File: src/rtl/pipelined_addsub_unit.sv
// Pipelined add/subtract unit: the carry chain is cut into SEG-bit segments, one per stage,
// followed by a result stage that applies optional signed saturation and produces {C,V,N,Z,P}.
module pipelined_addsub_unit #(
  parameter int N   = 16,
  parameter int SEG = 4
) (
  input  logic         clk,
  input  logic         rst_n,
  input  logic         in_valid,
  output logic         in_ready,
  input  logic [N-1:0] a,
  input  logic [N-1:0] b,
  input  logic [1:0]   op,
  input  logic         cin,
  input  logic         sat,
  output logic         out_valid,
  input  logic         out_ready,
  output logic [N-1:0] result,
  output logic [4:0]   flags
);

  localparam int NS = N / SEG;

  logic         advance;
  logic         accept;
  logic [N-1:0] b_eff;
  logic         c0;

  // Stage registers; operand words ride along whole so the last stage still sees both sign bits.
  logic         st_vld [NS];
  logic         st_c   [NS];
  logic         st_sat [NS];
  logic [N-1:0] st_a   [NS];
  logic [N-1:0] st_b   [NS];
  logic [N-1:0] st_sum [NS];

  logic         pin_vld [NS];
  logic         pin_c   [NS];
  logic         pin_sat [NS];
  logic [N-1:0] pin_a   [NS];
  logic [N-1:0] pin_b   [NS];
  logic [N-1:0] pin_sum [NS];

  logic [N-1:0] nxt_sum [NS];
  logic         nxt_c   [NS];

  logic [N-1:0] raw;
  logic         ovf;
  logic         a_msb;
  logic         b_msb;
  logic [N-1:0] fin;

  assign advance  = out_ready | ~out_valid;
  assign in_ready = advance;
  assign accept   = in_valid & in_ready;

  // SUB and SBB (op[0]=1) invert B; the carry-in carries the operation's +1 or the external cin.
  always_comb begin
    b_eff = op[0] ? ~b : b;
    case (op)
      2'b00:   c0 = 1'b0;
      2'b01:   c0 = 1'b1;
      default: c0 = cin;
    endcase
  end

  always_comb begin
    pin_vld[0] = accept;
    pin_a[0]   = a;
    pin_b[0]   = b_eff;
    pin_c[0]   = c0;
    pin_sat[0] = sat;
    pin_sum[0] = '0;
    for (int k = 1; k < NS; k++) begin
      pin_vld[k] = st_vld[k-1];
      pin_a[k]   = st_a[k-1];
      pin_b[k]   = st_b[k-1];
      pin_c[k]   = st_c[k-1];
      pin_sat[k] = st_sat[k-1];
      pin_sum[k] = st_sum[k-1];
    end
  end

  // Each stage resolves its own segment from generate/propagate and the incoming segment carry.
  always_comb begin
    for (int k = 0; k < NS; k++) begin
      logic carry;
      logic g;
      logic p;
      carry      = pin_c[k];
      nxt_sum[k] = pin_sum[k];
      for (int i = 0; i < SEG; i++) begin
        g = pin_a[k][k*SEG+i] & pin_b[k][k*SEG+i];
        p = pin_a[k][k*SEG+i] ^ pin_b[k][k*SEG+i];
        nxt_sum[k][k*SEG+i] = p ^ carry;
        carry = g | (p & carry);
      end
      nxt_c[k] = carry;
    end
  end

  always_ff @(posedge clk or negedge rst_n) begin
    if (!rst_n) begin
      for (int k = 0; k < NS; k++) begin
        st_vld[k] <= 1'b0;
        st_c[k]   <= 1'b0;
        st_sat[k] <= 1'b0;
        st_a[k]   <= '0;
        st_b[k]   <= '0;
        st_sum[k] <= '0;
      end
    end else if (advance) begin
      for (int k = 0; k < NS; k++) begin
        st_vld[k] <= pin_vld[k];
        st_c[k]   <= nxt_c[k];
        st_sat[k] <= pin_sat[k];
        st_a[k]   <= pin_a[k];
        st_b[k]   <= pin_b[k];
        st_sum[k] <= nxt_sum[k];
      end
    end
  end

  // Overflow is judged on the unsaturated sum; saturation direction follows the sign of A.
  always_comb begin
    raw   = st_sum[NS-1];
    a_msb = st_a[NS-1][N-1];
    b_msb = st_b[NS-1][N-1];
    ovf   = (a_msb == b_msb) & (raw[N-1] != a_msb);
    fin   = raw;
    if (st_sat[NS-1] && ovf) begin
      fin = a_msb ? {1'b1, {(N-1){1'b0}}} : {1'b0, {(N-1){1'b1}}};
    end
  end

  always_ff @(posedge clk or negedge rst_n) begin
    if (!rst_n) begin
      out_valid <= 1'b0;
      result    <= '0;
      flags     <= '0;
    end else if (advance) begin
      out_valid <= st_vld[NS-1];
      result    <= fin;
      flags     <= {st_c[NS-1], ovf, fin[N-1], (fin == '0), ~^fin};
    end
  end

endmodule

File: config.mk
export PLATFORM = sky130hd
export DESIGN_NAME = pipelined_addsub_unit
export DESIGN_NICKNAME = d
export VERILOG_FILES = /design/src/rtl/pipelined_addsub_unit.sv
export SDC_FILE = /design/constraint.sdc
export NUM_CORES = 1
export LEC_CHECK = 0
export ABC_AREA = 1
export BUFFER_PORTS_ARGS = -buffer_cell sky130_fd_sc_hd__clkbuf_2
export CAP_MARGIN = 40
export CORE_ASPECT_RATIO = 2
export CORE_MARGIN = 2
export CORE_UTILIZATION = 55
export DETAILED_ROUTE_END_ITERATION = 10
export PLACE_DENSITY = 0.71
export SYNTH_ARGS = -nofsm -noshare
export SYNTH_HDL_FRONTEND = slang
export SYNTH_SLANG_ARGS = --single-unit
File: constraint.sdc
create_clock -name clk -period 2.4 [get_ports clk]
set_input_delay 0.12 -clock clk [delete_from_list [all_inputs] [get_ports clk]]
set_output_delay 0.12 -clock clk [all_outputs]
set_load 0.02 [all_outputs]
### Word level (Yosys, flattened, before mapping)

Index checks and enable logic that the tools add are counted.

* register bits: 202
* bits in latches: 0
* bits in writable memories: 0
* bits in read-only memories: 0
* bits of input ports: 40
* output and inout bits: 23
* logic and storage cells: 123
* memories kept: 0

* $add $sub $neg: 0
* multipliers: 0
* div/mod/pow operators: 0
* magnitude comparators: 0
* equal/unequal tests: 3
* shifts and indexed selects: 0
* muxes and demuxes: 4
* bitwise logic cells: 85
* reduce and logical (&&, ||, !) cells: 4

Operators with widths (number)
* 16-bit two-way mux: 3
* 1-bit bitwise AND: 34
* 1-bit bitwise XOR: 32
* 1-bit OR: 17
* 16-bit zero test: 1
* 16-bit inverter: 1
* 16-bit XNOR reduction: 1
* 2-bit by 1-bit == test with 1-bit output (second input constant): 1
* 2-bit zero test: 1
* 1-bit one-hot mux with 2 select lines: 1
* 1-bit == test: 1
* 1-bit logical AND: 1
* 1-bit != test: 1
* 1-bit inverter: 1

### Longest topological paths before layout

* word-level depth: 11
* depth in mapped cells: 15
* mapped depth without buffers: 14

### Least setup slack after synthesis

Ideal clock, no wire load.

* path kind: input to register
* start point: in op[0]
* end point: reg st_sum, in the netlist nxt_sum[35]
* library setup time: 130 ps
* data arrival time: 2346 ps
* data required time: 2270 ps
* slack: -77 ps
* stages: 10
* path buffers: 2
* cells stage by stage: buf_2 buf_4 xnor2_1 fa_1 fa_1 fa_1 inv_1 fa_1 nand2_1 o21ai_1

RTL lines
* from (decl): RTL line 13 `input logic [1:0] op,`
* to (signal, indexed assignment): RTL line 119 `st_sum[k] <= nxt_sum[k];`
* to (decl): RTL line 35 `logic [N-1:0] st_sum [NS];`

### Worst setup path in the final report

* start point: reg st_sum, in the netlist raw[15]
* end point: reg flags[0]

* cells in the longest elaborated chain, start to end: 5

RTL lines
* 1-bit != test: RTL line 129 `ovf = (a_msb == b_msb) & (raw[N-1] != a_msb);`
* 1-bit bitwise AND: RTL line 129
* 1-bit logical AND: RTL line 131 `if (st_sat[NS-1] && ovf) begin`
* 16-bit two-way mux (*): RTL line 131
* 16-bit XNOR reduction (*): RTL line 144 `flags <= {st_c[NS-1], ovf, fin[N-1], (fin == '0), ~^fin};`
* to (signal assigned): RTL line 144
* to (decl): RTL line 19 `output logic [4:0] flags`

Every way passes the cells marked *; elsewhere a longest branch is shown, timed or not.
A chain may end at the register's enable or synchronous reset.

==> run summary <==
# setup viols final -> 0
Maximum VDD drop -> 1.185 mV
Max Fclk -> 0.4468 GHz
Max_slew headroom -> 49.15%
Cell taking the most area after synthesis -> dfrtp_1
Dpl hpwl -> 6801 um
Critical Path RT -> 2.69 ns
Clk pwr share -> 24.9%
Worst-path maximum fanout -> 6
Switch share -> 39.26%
Cell area after synthesis -> 5768 sq um
CP bufs+invs -> 3
Initial antenna violation count -> 0
Max-cap viol count -> 0
M1 WL -> 4379 um
Outcome -> finished, final reports clean
Most frequent cell after synthesis -> nand2_1
Number of global-route vias before repair -> 4255
Critical path's slowest cell -> dfrtp_1
Grt ovf -> 0
Hold Crit Start -> b[8]
Clock Latency Late Sink -> 0.41 ns
Global-route wire length before repair -> 18830 um
ANT nets after route -> 0
CTS tree -> done
Unique cell type count in the Yosys netlist -> 26
Most instantiated cells after synthesis -> 251 x nand2_1, 123 x dfrtp_1, 70 x inv_1, 38 x o21ai_1, 35 x o21ai_0
CP dominant cell by count -> nand2_1
Largest net degree at the start of global routing -> 112
Layout cells sized above 1 -> 17.60%
Drt initial violations -> 198
Skew final -> 0.005022 ns
CTS Buffer Depth -> 2
Syn Area/Cell -> 9.013 sq um
Initial core utilization -> 56.83%
Reg-to-reg startpoint -> raw[15]
Unrepaired setup endpoints after global routing -> no
Hold-critical path depth -> 3
CTS Buf Count -> 17
Clk sink count -> 123
Setup TNS -> 0 ns
Synth warnings -> 0
Num rows -> 52
CP Launch Point -> raw[15]
Pwr/cell area -> 1495 nW/um^2
Drt pass-1 iters -> 4
Clock Root Buffer -> clkbuf_16
Core Area -> 10150 sq um
Async set-reset flop share out of synthesis -> 100.0%
Met2 wire length -> 6055 um
Primary FF master, synth -> dfrtp_1
Critical Path AT -> 2.53 ns
Flop pwr share -> 33.2%
Min Hold Slack -> 0.01956 ns
FF+latch count, synth -> 123
Sequential area share after synthesis -> 53.36%
Post-route design area -> 7032 sq um
Power share of the combinational group -> 41.9%
Multi-input logic area -> 2240 sq um
# DRC -> 0
GRT Util Overall -> 20.85%
CP top delay family -> simple AND/OR/NAND/NOR gates
Post-CTS resize count -> 0
Post-Synthesis Cells -> 640
H-tree levels -> 4
Vias after detailed routing -> 4191
Type of origin of the critical path -> flip-flop
Boundary pin count -> 63
Crit path depth -> 15
Slowest cell delay on critical path -> 0.42 ns
Post-place instance area -> 6161 sq um
Final min period -> 2.238 ns
Total Wirelength -> 10920 um
Die area -> 11370 sq um
Worst hold path class -> in -> reg
Vias/cell -> 4.828
CP Cell Sequence -> inv_2, o21ai_2, nand3_4, buf_4, nand2_1, nand2_1, ha_1, nand2_1, inv_1, nor2_1, nand2_1, nand2_1, nand2_1, nand3_1, nand2_1
Clk slew on worst S/H paths -> 0.05 ns
Area growth, synth to finish -> 21.91%
Worst slew pin tran -> 0.7627 ns
Final Hold Fails -> 0
CP Capture Type -> flip-flop
Cell depth of the worst flop-to-flop path -> 15
Tcrit/Tclk final -> 93.25%
Top cells by area, synth -> dfrtp_1 53%, nand2_1 16%, fa_1 5.6%, inv_1 4.6%, o21ai_1 3.3%
Fin cells -> 868
Placer Congestion -> 0.8679
Number of flops mapped to enable cells by yosys -> 0
Wire length per cell -> 12.58 um
Synth top area share -> 53.36%
Setup CP Type -> reg -> reg
Final Net Count -> 784
DP Cell Count -> 811
Fillers -> 813
Post-Syn Nets -> 704
DR WL met3 -> 312 um
Chip height -> 148.8 um
Port Buf Inserts -> 62
Internal power -> 6385 uW
Antenna Cells -> 0
Switch Pwr -> 4127 uW
Leak pwr -> 0.003691 uW
Top routing layer in use -> met4
Die Wd -> 76.42 um
Slew Limit Fails -> 0
Sequential Area -> 3078 sq um
## repair_timing
| item | in CTS | in global routing |
|---|---|---|
| endpoints found under the setup margin | 0 | 1 |
| hold buffers | 22 | 0 |
| setup buffers | 0 | 3 |
| endpoints found under the hold margin | 71 | 0 |
## layer usage
metal	vias to the layer above	track usage, %
met5	-	0
met4	0	9.182
met3	12	4.722
met2	81	37.48
met1	1978	23.54
li1	2120	-
## per-stage QoR
step	power [uW]	util, %	setup WS, ns
floorplan	6729	-	0.03181
global placement	7489	60.70	0.1246
detailed placement	7743	60.70	0.1083
CTS	10500	68.93	0.08815
global route	11400	69.28	0.04597
finish	10510	69.28	0.1620
## worst reg2reg max path, cell delays in order (launching register included)
cell and delay [ns]:
dfrtp_1 0.42, inv_2 0.08, o21ai_2 0.18, nand3_4 0.10, buf_4 0.21, nand2_1 0.09, nand2_1 0.06, ha_1 0.34
nand2_1 0.12, inv_1 0.04, nor2_1 0.13, nand2_1 0.08, nand2_1 0.10, nand2_1 0.06, nand3_1 0.07, nand2_1 0.05
## final cells by class
| type | instances | share of cell area (%) |
|---|---|---|
| clock buffers | 25 | 7.189 |
| clock inverters | 7 | 1.566 |
| inverters | 72 | 3.861 |
| multi-input cells | 412 | 31.85 |
| flip-flops and latches | 123 | 43.77 |
| well taps | 135 | 2.402 |
| repair buffers | 94 | 9.359 |
## worst paths after layout
path / to / slack [ns]
worst max register to register: flags[0] / 0.16
worst min-delay path: pin_b[40] / 0.02
worst min register to register: out_valid / 0.46
max in group asynchronous: pin_c[2] / 1.32
worst max-delay path: flags[0] / 0.16
min in group asynchronous: result[13] / 0.30
## power by group through the flow
stage | clock network [uW] | registers (uW) | logic, uW
floorplan | 0 | 3620 | 3110
global placement | 0 | 3470 | 4020
detailed placement | 0 | 3510 | 4230
CTS | 2660 | 3500 | 4340
global route | 2760 | 3600 | 5040
finish | 2620 | 3490 | 4400
## state kept, by name, indices dropped and copies added (netlist names)
name       cells
st_c           1
st_vld         1
pin_sat        3
nxt_sum       24
raw           16
flags          5
b_msb          1
out_valid      1
pin_c          3
result        15
pin_vld        3
pin_a         24
pin_b         24
st_sat         1
a_msb          1
## cell families (layout without fill, tap and decap cells)
family	count (synthesis)	in the layout	synth area share (%)
simple gates	294	294	21.97
flops	123	123	53.36
buf+inv	105	198	7.853
compound gates	76	76	6.768
fa+ha+maj	24	24	7.289
xor+xnor	17	17	2.581
mux	1	1	0.1735
## placed cells by master (no fill, tap or decap), types with 2 or more instances in the layout
cell and n:
nand2_1 251, dfrtp_1 123, inv_1 70, clkbuf_2 61, o21ai_1 38, o21ai_0 35, dlygate4sd3_1 22, clkbuf_16 17
xnor2_1 16, fa_1 15, nand3_2 10, nand3_1 10, ha_1 8, buf_4 7, nand2_4 6, nor2_1 6
clkinv_2 5, nand2_2 5, clkbuf_8 5, nand4_1 4, buf_12 4, bufinv_16 3, clkbuf_1 3, o21ai_2 2
Power figures use the tool's default switching activity.
